<file path="config.mk">
export PLATFORM = sky130hd
export DESIGN_NAME = bus_decoder
export DESIGN_NICKNAME = d
export VERILOG_FILES = /design/src/rtl/bus_decoder.sv
export SDC_FILE = /design/constraint.sdc
export NUM_CORES = 1
export LEC_CHECK = 0
export CAP_MARGIN = 20
export CORE_AREA = 2 2 219 221
export DETAILED_ROUTE_END_ITERATION = 16
export DIE_AREA = 0 0 221 223
export SLEW_MARGIN = 20
export SYNTH_ARGS = -nofsm -noshare
export SYNTH_HDL_FRONTEND = slang
export SYNTH_SLANG_ARGS = --single-unit
</file>
<file path="constraint.sdc">
create_clock -name clk -period 4.8 [get_ports clk]
set_clock_uncertainty 0.05 [all_clocks]
set_input_delay 0.96 -clock clk [delete_from_list [all_inputs] [get_ports clk]]
set_output_delay 0.96 -clock clk [all_outputs]
set_load 0.02 [all_outputs]
</file>
<file path="src/rtl/bus_decoder.sv">
// bus_decoder: base/mask address decoder between the CPU data master and SLAVES memory-mapped
// slaves, with wait aggregation, registered read return, unmapped/timeout error response and a
// sticky error-capture register. Stall-timeout watchdog enabled by defining BUS_DECODER_TIMEOUT_EN.
module bus_decoder #(
  parameter int                              SLAVES     = 12,
  parameter int                              ADDR_W     = 32,
  parameter int                              DATA_W     = 32,
  parameter logic [SLAVES-1:0][ADDR_W-1:0]   BASE       = '0,
  parameter logic [SLAVES-1:0][ADDR_W-1:0]   MASK       = '0,
  parameter int                              TIMEOUT    = 255,
  parameter logic [DATA_W-1:0]               ERROR_DATA = DATA_W'(32'hDEADBEEF)
) (
  input  logic                     clk,
  input  logic                     reset,
  input  logic [ADDR_W-1:0]        address,
  input  logic                     read,
  input  logic                     write,
  output logic                     waitRequest,
  output logic [DATA_W-1:0]        readData,
  output logic                     readDataValid,
  output logic [SLAVES-1:0]        slaveChipEnable,
  output logic [SLAVES-1:0]        slaveRead,
  output logic [SLAVES-1:0]        slaveWrite,
  output logic [ADDR_W-3:0]        slaveAddress,
  input  logic [SLAVES-1:0]        slaveWaitRequest,
  input  logic [SLAVES*DATA_W-1:0] slaveReadData,
  output logic                     busError,
  output logic                     errorValid,
  output logic                     errorCause,
  output logic [ADDR_W-1:0]        errorAddress,
  input  logic                     errorClear
);

  typedef enum logic [1:0] {
    ST_IDLE,
    ST_WAIT,
    ST_ABORT
  } state_e;

  state_e              state_q, state_d;

`ifdef BUS_DECODER_TIMEOUT_EN
  localparam int CNT_W = 16;
  logic [CNT_W-1:0]    waitCount_q, waitCount_d;
`else
  localparam int unusedTimeout = TIMEOUT;
`endif

  logic [SLAVES-1:0]   chipEnable;
  logic                selWait;
  logic [DATA_W-1:0]   selData;
  logic [ADDR_W-1:0]   selMask;
  logic [ADDR_W-1:0]   maskedAddr;
  logic                unusedAddrBits;
  logic                req;
  logic                mapped;
  logic                inAbort;
  logic                complete;
  logic                errEvent;
  logic [DATA_W-1:0]   retData;

  logic [DATA_W-1:0]   readData_q;
  logic                readDataValid_q;
  logic                busError_q;
  logic                errorValid_q, errorValid_d;
  logic                errorCause_q, errorCause_d;
  logic [ADDR_W-1:0]   errorAddress_q, errorAddress_d;

  // Walk from the top index down so the lowest-indexed hit overwrites any higher one.
  always_comb begin
    chipEnable = '0;
    selWait    = 1'b0;
    selData    = '0;
    selMask    = '0;
    for (int i = SLAVES - 1; i >= 0; i--) begin
      if ((address & ~MASK[i]) == BASE[i]) begin
        chipEnable    = '0;
        chipEnable[i] = 1'b1;
        selWait       = slaveWaitRequest[i];
        selData       = slaveReadData[i*DATA_W +: DATA_W];
        selMask       = MASK[i];
      end
    end
  end

  assign req             = read | write;
  assign mapped          = |chipEnable;
  assign inAbort         = (state_q == ST_ABORT);
  assign maskedAddr      = address & selMask;
  assign slaveAddress    = maskedAddr[ADDR_W-1:2];
  assign unusedAddrBits  = ^maskedAddr[1:0];
  assign slaveChipEnable = chipEnable;

  always_ff @(posedge clk) begin
    if (reset) begin
      state_q <= ST_IDLE;
`ifdef BUS_DECODER_TIMEOUT_EN
      waitCount_q <= '0;
`endif
    end else begin
      state_q <= state_d;
`ifdef BUS_DECODER_TIMEOUT_EN
      waitCount_q <= waitCount_d;
`endif
    end
  end

  // A master that drops its request mid-stall simply returns the FSM to IDLE with no completion.
  always_comb begin
    state_d = state_q;
`ifdef BUS_DECODER_TIMEOUT_EN
    waitCount_d = waitCount_q;
`endif
    unique case (state_q)
      ST_IDLE: begin
        if (waitRequest) begin
          state_d = ST_WAIT;
`ifdef BUS_DECODER_TIMEOUT_EN
          waitCount_d = CNT_W'(1);
`endif
        end
      end
      ST_WAIT: begin
        if (!waitRequest) begin
          state_d = ST_IDLE;
`ifdef BUS_DECODER_TIMEOUT_EN
          waitCount_d = '0;
        end else if (waitCount_q == CNT_W'(TIMEOUT - 1)) begin
          state_d     = ST_ABORT;
          waitCount_d = '0;
        end else begin
          waitCount_d = waitCount_q + CNT_W'(1);
`endif
        end
      end
      ST_ABORT: begin
        state_d = ST_IDLE;
      end
      default: begin
        state_d = ST_IDLE;
      end
    endcase
  end

  always_comb begin
    waitRequest = req & mapped & selWait & ~inAbort;
    slaveRead   = inAbort ? '0 : (chipEnable & {SLAVES{read}});
    slaveWrite  = inAbort ? '0 : (chipEnable & {SLAVES{write}});
    complete    = req & ~waitRequest;
    errEvent    = (complete & ~mapped) | inAbort;
    retData     = (mapped & ~inAbort) ? selData : ERROR_DATA;
  end

  // A new error wins over a coincident clear, so it is never lost.
  always_comb begin
    errorValid_d   = errorValid_q;
    errorCause_d   = errorCause_q;
    errorAddress_d = errorAddress_q;
    if (errorClear) begin
      errorValid_d = 1'b0;
    end
    if (errEvent && (!errorValid_q || errorClear)) begin
      errorValid_d   = 1'b1;
      errorCause_d   = inAbort;
      errorAddress_d = address;
    end
  end

  always_ff @(posedge clk) begin
    if (reset) begin
      readData_q      <= '0;
      readDataValid_q <= 1'b0;
      busError_q      <= 1'b0;
      errorValid_q    <= 1'b0;
      errorCause_q    <= 1'b0;
      errorAddress_q  <= '0;
    end else begin
      readDataValid_q <= complete & read;
      if (complete && read) begin
        readData_q <= retData;
      end
      busError_q     <= errEvent;
      errorValid_q   <= errorValid_d;
      errorCause_q   <= errorCause_d;
      errorAddress_q <= errorAddress_d;
    end
  end

  assign readData      = readData_q;
  assign readDataValid = readDataValid_q;
  assign busError      = busError_q;
  assign errorValid    = errorValid_q;
  assign errorCause    = errorCause_q;
  assign errorAddress  = errorAddress_q;

endmodule

</file>
==> results.py, run 1 <==
metrics = {
    "run_status": {
        "outcome": "finished, final reports clean",
    },
    "sta": {
        "period_needed_ns": 4.22,
        "hold_ws_ns": 0.406,
        "period_share_pct": 88.0,
        "slew_violations": 0,
        "setup-violations-final": 0,
        "rsz0062_at_grt": "no",
        "finalHoldViolCount": 0,
        "fmax_mhz": 237,
        "slew-limit-headroom_pct": 31.7,
        "worst_pin_slew_ns": 1.02,
        "setup_tns_ns": 0,
    },
    "cells_and_area": {
        "area_delta_synth_final_pct": 70.9,
        "drive_above_1_share_pct": 11.8,
        "antenna_cells": 0,
        "fin_area_sq_um": 5360,
        "nFillCells": 5427,
        "layout.nets": 903,
    },
    "route": {
        "ant_nets": 0,
        "vias_per_cell": 2.50,
        "drt_iter0_drc": 90,
        "drc": 0,
        "drt_wl_total_um": 11300,
        "wl_per_cell_um": 10.3,
        "vias": 2723,
        "drtPass1Iterations": 4,
    },
    "global_route": {
        "grt_max_degree": 90,
        "grt.overflow.total": 0,
        "use_met1_pct": 5.63,
        "antenna_found_initial": 0,
        "met2_usage_pct": 6.61,
        "grt_util_all_layers_pct": 4.64,
        "gr-usage-met3_pct": 2.37,
        "grt_most_used_layer": "met2",
        "grt_pass1_vias": 2519,
        "grt_pass1_wl_um": 16100,
    },
    "place": {
        "routabilityCongestion": 0.671,
        "dpl.hpwl_um": 8540,
        "dpl_cell_area_sq_um": 5050,
        "portBuffers": 140,
    },
    "cts": {
        "cts_setup_buffers": 0,
        "cts_root_buffer": "clkbuf_16",
        "ctsResizeCount": 0,
        "worstSkewPairLatency_ns": 0.37,
        "cts_buffer_depth": 2,
        "htree_num_levels": 3,
        "worst_setup_hold_path_clk_slew_ns": 0.06,
        "cts_buffers": 9,
        "clock-sinks": 67,
        "cts_tree": "done",
        "hold_buffers": 0,
    },
    "synthesis": {
        "synth.avg_cell_area_sq_um": 9.38,
        "syn-cell-area_sq_um": 3130,
        "synth.distinct_cells": 23,
        "synthCells": 334,
        "ys_seq_area_share_pct": 42.8,
        "synth-seq-cells": 67,
        "ys.warnings.count": 0,
    },
    "setup_path": {
        "path_max_fanout": 4,
        "arrival_ns": 3.21,
        "timing.rr.start": "errorValid$_SDFFE_PP0P_",
        "endpoint_kind": "output pin",
        "worstPathRequired_ns": 3.79,
        "worstSetupStartpointType": "primary input",
        "r2r-end": "errorAddress[3]$_SDFFE_PP0P_",
        "crit_end": "slaveWrite[0]",
        "r2r_cells": 5,
        "worstSetupPathType": "in2out",
        "r2r_setup_slack_ns": 2.79,
        "critPathLaunch": "address[14]",
    },
    "floorplan": {
        "fp.coreArea_sq_um": 47100,
        "io_pins": 568,
        "num_rows": 80,
        "dieHeight_um": 223,
        "die_w_um": 221,
        "die_area_sq_um": 49300,
        "start_util_pct": 6.65,
    },
    "power_and_ir_drop": {
        "power_density_nw_per_um2": 306,
        "p_leak_nw": 1.97,
        "ir_drop_mv": 0.215,
    },
    "min_path": {
        "min_path_type": "reg2reg",
    },
    "flow_run": {
        "cap_viol_max_count": 0,
    },
}
critical path, cell delays in order:
cell	delay, ns
clkdlybuf4s50_1	0.51
nor4_1	0.28
buf_4	0.19
nand2_1	0.09
nor4_4	0.27
buf_12	0.16
and2_1	0.12
clkdlybuf4s50_1	0.62
Yosys cell counts:
cell,instances,area (sq um)
dfxtp_1,67,1340
clkbuf_1,17,63.8
nand3b_1,1,7.51
nand3_1,8,40.0
and2_1,3,18.8
a21boi_1,1,7.51
o21bai_1,1,7.51
o21ai_0,1,5.00
nand4b_1,8,70.1
nand2_1,68,255
nor4_1,8,50.1
conb_1,1,3.75
buf_2,6,30.0
inv_2,1,3.75
mux2i_1,32,320
nand2b_1,9,56.3
buf_4,65,488
nor4_4,1,21.3
a31oi_1,8,50.1
a21oi_1,1,5.00
o211a_1,1,10.0
o221a_2,24,270
nor2_1,2,7.51
stage by stage:
step / cells / setup WS [ns] / power (W) / util, %
2_1_floorplan: 397 / 1.53 / 0.000825 / -
3_3_place_gp: 1074 / 0.512 / 0.000948 / 10.7
3_5_place_dp: 1074 / 0.428 / 0.000951 / 10.7
4_1_cts: 1090 / 0.415 / 0.00169 / 11.4
5_1_grt: 1090 / 0.342 / 0.00172 / 11.4
6_report: 1090 / 0.577 / 0.00164 / 11.4
flip-flops by register name (all words and copies together) (netlist names):
register and count:
readDataValid 1, errorAddress 32, busError 1, errorValid 1, readData 32
layer usage:
metal  vias up  part of all wire [%]
met5         -                     0
met2       130                    43
met3        14                   8.1
li1       1304                     -
met1      1275                    46
met4         0                   2.2
cell families (layout without fill, tap and decap cells):
logic type             Yosys count  count (layout)  share of synthesized area (%)
and+or+nand+nor                108             108                           16.8
buffers and inverters           89             167                           18.7
DFF                             67              67                           42.8
AOI/OAI and AO/OA               37              37                           11.3
muxes                           32              32                           10.2
other                            1              64                          0.120
placed cells by master (no fill, tap or decap), types with 2 or more instances in the layout:
| master | n |
|---|---|
| clkdlybuf4s50_1 | 138 |
| nand3_1 | 8 |
| dfxtp_1 | 67 |
| nand4b_1 | 8 |
| o221a_2 | 24 |
| clkinv_4 | 2 |
| nand2b_1 | 9 |
| a31oi_1 | 8 |
| nand2_1 | 68 |
| nor4_1 | 8 |
| clkinvlp_4 | 2 |
| clkinv_2 | 2 |
| and2_1 | 3 |
| buf_4 | 11 |
| clkbuf_16 | 9 |
| mux2i_1 | 32 |
| conb_1 | 64 |
final cells by class:
cell class / instances / area (sq um) / area share (%)
flip-flops and latches: 67 / 1340 / 25.0
clock buffers: 9 / 225 / 4.21
well taps: 615 / 769 / 14.4
inverters: 1 / 5.00 / 0.0935
repair buffers: 150 / 1480 / 27.7
clock inverters: 7 / 76.3 / 1.43
multi-input cells: 241 / 1450 / 27.1
worst min path at each step:
stage / slack (ns) / cells after the start / endpoint / from
final: 0.41 / 2 / errorAddress[5]$_SDFFE_PP0P_ / errorAddress[5]$_SDFFE_PP0P_
after CTS: 0.41 / 2 / errorAddress[17]$_SDFFE_PP0P_ / errorAddress[17]$_SDFFE_PP0P_
after global placement: 0.39 / 2 / errorAddress[21]$_SDFFE_PP0P_ / errorAddress[21]$_SDFFE_PP0P_
after floorplan: 0.48 / 2 / errorAddress[0]$_SDFFE_PP0P_ / errorAddress[0]$_SDFFE_PP0P_
after detailed placement: 0.40 / 2 / errorAddress[25]$_SDFFE_PP0P_ / errorAddress[25]$_SDFFE_PP0P_
after global routing: 0.42 / 2 / errorAddress[21]$_SDFFE_PP0P_ / errorAddress[21]$_SDFFE_PP0P_
power breakdown:
part	total, W	switching (W)	leakage [nW]	internal, W
Clock	0.000702	0.000297	0.142	0.000404
Sequential	0.000612	0.0000185	0.556	0.000593
Combinational	0.000323	0.000174	1.27	0.000149
Note: power is estimated with default switching activity, not from simulation.
==> run 2: changes to the inputs <==
SKIP_LAST_GASP = 1   (was unset)
==> results of run 2 <==
No change in the layout: final DEF, timing and power equal those of run 1.
==> patch 1 (flow settings as in run 1) <==
Add a define of `BUS_DECODER_TIMEOUT_EN`.
--- a/src/rtl/bus_decoder.sv
+++ b/src/rtl/bus_decoder.sv
@@ -2,4 +2,6 @@
 // slaves, with wait aggregation, registered read return, unmapped/timeout error response and a
 // sticky error-capture register. Stall-timeout watchdog enabled by defining BUS_DECODER_TIMEOUT_EN.
+`define BUS_DECODER_TIMEOUT_EN
+
 module bus_decoder #(
   parameter int                              SLAVES     = 12,
Check against the original RTL: no difference found for any inputs over 10 cycles, from zero or initial values and one cycle with reset high; that may be too few to reach the edited logic, so the function may still have changed.
==> patch 1 against run 1 <==
- routed wire length up 23%
- sequential power up 25%
- sequential cell count up 19
- setup slack better by 0.11 ns
- largest cell class is now multi-input gates
- total power up 14%
- final cell count up 9.8%
- final area up 18%
- die area unchanged
- area after synthesis up 30%
==> patch 1: results (changes against run 1) <==
- The number of placed instances with taps included is 1,183 (+10%).
- Tracing the worst setup path back leads to its startpoint at address[5].
- The worst-case reg-to-reg path depth is 7 (+2).
- Sorting the synthesized cells by how often they occur yields dfxtp_1, nand2_1, buf_4.
- The worst vdd rail ir drop is 130 uV (-40%).
- The xor/xnor cell area share of the yosys netlist was 0.646% (+0.65 points).
- The maximum number of pins on one net before global-route repair is 51 (-43%).
- The number of instances in the synthesized netlist is 441 (+32%).
- The post-synthesis cell type count is 47 (+100%).
- The post-route minimum period came to 4.11 ns (-0.111 ns).
- The initial antenna violation count was 3 (+3).
- The gate family responsible for the most delay along the worst path is simple AND/OR/NAND/NOR gates.
- The net count reported at finish is 1,014 (+12%).
- The pre-CTS setup slack is 0.630 ns (+0.202 ns).
- The number of buffers inserted to repair setup after CTS came to 0 (unchanged).
- The launch point of the worst hold path is errorAddress[15]$_SDFFE_PP0P_.
- The compound-cell area share of the yosys netlist is 15.6% (+4.3 points).
- The maximum single-stage delay on the critical path came to 0.58 ns (-0.04 ns).
- The via count of the first global-routing pass is 3,173 (+26%).
- The endpoint of the most critical register-to-register path is waitCount_q[5]$_SDFFE_PP0P_.
- The arrival time of the worst setup path is 3.10 ns (-0.11 ns).
- Sorting the synthesized cells by area gives the leading types as dfxtp_1, buf_4, mux2i_1.
- The headroom to the max-slew limit is 39.8% (+8.0 points).
- The ratio of routed vias to standard cells came to 2.88 (+15%).
- The fraction of final layout cells sized beyond drive strength 1 was 11.9% (+0.066 points).
- The most used flip-flop cell after synthesis is dfxtp_1.
- The run finished with clean final reports.
- The leakage component of the power is 0.00238 uW (+21%).
- The final estimated routing congestion in global placement is 0.722 (+7.5%).
- The wire length of the first global-routing pass is 20,000 um (+24%).
- The quantity of I/O buffers inserted on ports is 141 (+0.71%).
- For this design, the slowest cell found on the critical path is nor4_1.
- The adder and majority gate portion of the synthesized area is 0.615% (+0.61 points).
- The cell-internal power is 1350 uW (+18%).
- The count of routing violations after the opening detailed-route iteration is 151 (+68%).
- The HPWL after detailed placement is 10,300 um (+21%).
- In this run the critical register-to-register path is launched from waitCount_q[0]$_SDFFE_PP0P_.
==> patch 1: worst max-delay path by stage <==
| stage | end | slack, ns | cells after the start |
|---|---|---|---|
| floorplan | waitRequest | 1.73 | 6 |
| global placement | slaveRead[0] | 0.66 | 9 |
| detailed placement | slaveRead[0] | 0.63 | 9 |
| CTS | slaveRead[0] | 0.61 | 9 |
| global route | slaveWrite[0] | 0.50 | 9 |
| finish | slaveRead[0] | 0.69 | 8 |
==> patch 1: area by class of cell <==
class | count | area [um^2]
Sequential cell | 86 | 1720
Tap cell | 615 | 769
Fill cell | 5320 | 40800
Timing Repair Buffer | 150 | 1490
Multi-Input combinational cell | 329 | 2010
Inverter | 3 | 11.3
Clock inverter | 4 | 73.8
Clock buffer | 10 | 229
==> patch 1: worst register-to-register path, delay by kind of cell (launching register included) <==
kind	cells	cell delay, ns
AOI/OAI and AO/OA	3	0.65
and+or+nand+nor	2	0.75
buffers and inverters	1	0.08
DFF	1	0.37
adders and majority gates	1	0.14
==> patch 1: per-layer routing <==
metal	vias to the layer above	global-route usage, %	part of all wire [%]
met1	1579	7.04	46
met3	18	2.50	7.5
li1	1711	-	-
met4	0	2.34	1.9
met5	-	0	0
met2	134	8.61	45
==> patch 1: stage by stage <==
step	area [um^2]	hold WS (ns)	total power (uW)	utilization, %
after CTS	6310	0.409	1940	13.4
after global placement	6000	0.394	1110	12.7
after global routing	6310	0.423	1970	13.4
after detailed placement	6000	0.399	1110	12.7
final	6310	0.405	1870	13.4
after floorplan	4300	0.415	986	-
==> patch 1: power groups by stage <==
stage	clock network, uW	logic, uW	registers, uW
2_1_floorplan	0	158	829
3_3_place_gp	0	326	783
3_5_place_dp	0	328	785
4_1_cts	843	329	768
5_1_grt	853	345	772
6_report	780	325	768
==> patch 2 (flow settings as in run 1) <==
Made on the original files. Make the reset (`reset`) asynchronous in 2 clocked blocks.
--- a/src/rtl/bus_decoder.sv
+++ b/src/rtl/bus_decoder.sv
@@ -92,5 +92,5 @@
   assign slaveChipEnable = chipEnable;
 
-  always_ff @(posedge clk) begin
+  always_ff @(posedge clk or posedge reset) begin
     if (reset) begin
       state_q <= ST_IDLE;
@@ -167,5 +167,5 @@
   end
 
-  always_ff @(posedge clk) begin
+  always_ff @(posedge clk or posedge reset) begin
     if (reset) begin
       readData_q      <= '0;
Check against the original RTL: differs if reset is asserted again (counterexample within 4 cycles, from zero or initial values and one cycle with reset high); with reset held inactive, the same outputs for 10 cycles.
==> patch 2 against run 1 <==
- combinational power about the same
- sequential cell count unchanged
- final area decreased by 0.40%
- register-to-register slack improved by 0.46 ns
- via count decreased by 19%
- clock power increased by 3%
- area after synthesis decreased by 1.5%
- hold slack improved by 0.047 ns
- total power increased by 2.1%
- count of clock-buffer cells in the layout increased by 3
- setup slack got worse by 0.053 ns
- routed wire length increased by 1.3%
- non-clock buffer count decreased by 2
- sequential power increased by 2%
- critical path type unchanged
- highest routed layer unchanged
==> patch 2: results (changes against run 1) <==
- The flow ran to the end, and the final reports show no timing, DRC or antenna violations.
- For this run, the leading register cell type out of synthesis is dfrtp_1.
- The via count of the first global-routing pass is 2,353 (-6.6%).
- The area of placed instances was 5020 um^2 (-0.64%).
- The clock network fraction of design power is 43.2% (+0.3 points).
- The gate family responsible for the most delay along the worst path is buffers and inverters.
- The maximum number of pins on one net before global-route repair was 43 (-52%).
- The largest fanout on the critical path came to 3 (-1).
- The final cell count without fillers is 1,005 (-7.8%).
- The headroom to the max-slew limit is 42.0% (+10 points).
- The wire length of the first global-routing pass is 16,000 um (-0.90%).
- The number of instances in the synthesized netlist is 233 (-30%).
- The tree is rooted in a clkbuf_16.
- The sequential fraction of design power came to 37.3% (about the same).
- The proportion of synthesized flip-flops having asynchronous set or reset is 100% (+100 points).
- The worst hold path class is flop to flop.
- The power of the sequential group is 624 uW (+2%).
- The post-synthesis cell type count is 24 (+4.3%).
- The net count reported at finish is 815 (-9.7%).
- The initial antenna violation count is 3 (+3).
- The cell-internal power was 1190 uW (+3.6%).
- The leakage component of the power came to 0.00193 uW (-2.0%).
- The quantity of I/O buffers inserted on ports is 140 (unchanged).
- At the later pin of the worst-skew pair, clock insertion delay measures 0.36 ns.
- The post-cts resize count is 0 (unchanged).
- The number of inserted filler cells in the final layout is 5,382 (-0.83%).
- The ratio of routed vias to standard cells was 2.21 (-12%).
- The fraction of final layout cells sized beyond drive strength 1 is 16.0% (+4.2 points).
- The number of clock buffers inserted by TritonCTS came to 9 (unchanged).
- The number of synthesis warnings is 0 (unchanged).
- The arrival time of the worst setup path was 3.27 ns (+0.06 ns).
- The count of routing violations after the opening detailed-route iteration is 49 (-46%).
- The number of levels in the clock H-tree was 3 (unchanged).
- The global-route usage over all layers is 4.79% (+0.15 points).
- The clock-pin slew on the worst setup and hold paths is 0.06 ns (about the same).
- The first-pass iteration count of the detailed router is 4 (unchanged).
- The pre-CTS setup slack is 0.285 ns (-0.142 ns).
- The HPWL after detailed placement is 8800 um (+3.1%).
- The detailed-route wire length is 11,400 um (+1.3%).
- Among all stages on the critical path, the largest delay is contributed by clkdlybuf4s50_1.
- The worst vdd rail ir drop is 170 uV (-21%).
- The final estimated routing congestion in global placement is 0.660 (-1.6%).
- Ranked by instance count, the synthesized netlist is headed by buf_4, dfrtp_1, mux2_2.
- Ranked by total cell area, the synthesized netlist is headed by dfrtp_1, buf_4, mux2_2.
- The maximum single-stage delay on the critical path was 0.67 ns (+0.05 ns).
- The maximum buffer depth of the clock tree is 2 (unchanged).
- The number of placed instances with taps included came to 986 (-8.2%).
- The sequential fraction of the synthesis area is 54.3% (+12 points).
[patch 2: cell types whose count changed after synthesis, sizes merged, moves of 32 or more]
cell / delta
dfrtp: +67
dfxtp: -67
mux2: +32
mux2i: -32
nand2: -68
[patch 2: cell families (layout without fill, tap and decap cells)]
| family | count (synthesis) | in the layout | share of synthesized area, % |
|---|---|---|---|
| buf+inv | 76 | 167 | 18.1 |
| flops | 67 | 67 | 54.3 |
| compound gates | 35 | 35 | 10.4 |
| mux | 32 | 32 | 11.7 |
| simple gates | 22 | 22 | 5.35 |
| other cells | 1 | 67 | 0.122 |
[patch 2: cell type report]
class                   instances  area [um^2]  area share, %
flip-flops and latches         67         1680           31.4
repair buffers                148         1460           27.4
multi-input cells             153         1100           20.6
well taps                     615          769           14.4
clock buffers                  12          256           4.81
clock inverters                 4         48.8          0.915
inverters                       3         15.0          0.281
diodes                          3         7.51          0.141
[patch 2: path summary, 6_finish.rpt]
kind	from	endpoint	slack, ns	cells after the start
worst max-delay path	address[19]	slaveChipEnable[0]	0.52	6
worst min-delay path	errorAddress[11]$_DFFE_PP0P_	errorAddress[11]$_DFFE_PP0P_	0.45	1
worst max register to register	errorValid$_DFFE_PP0P_	errorAddress[16]$_DFFE_PP0P_	3.25	4
worst min register to register	errorAddress[11]$_DFFE_PP0P_	errorAddress[11]$_DFFE_PP0P_	0.45	1
max in group asynchronous	reset	readData[22]$_DFFE_PP0P_	2.81	3
min in group asynchronous	reset	readData[0]$_DFFE_PP0P_	1.00	2
[patch 2: routing by layer]
layer  part of all wire (%)  vias up  global-route usage (%)
li1                       -     1006                       -
met1                     39     1069                    4.93
met2                     47      128                    7.56
met3                     12       16                    3.04
met4                    2.0        0                    2.40
met5                      0        -                       0
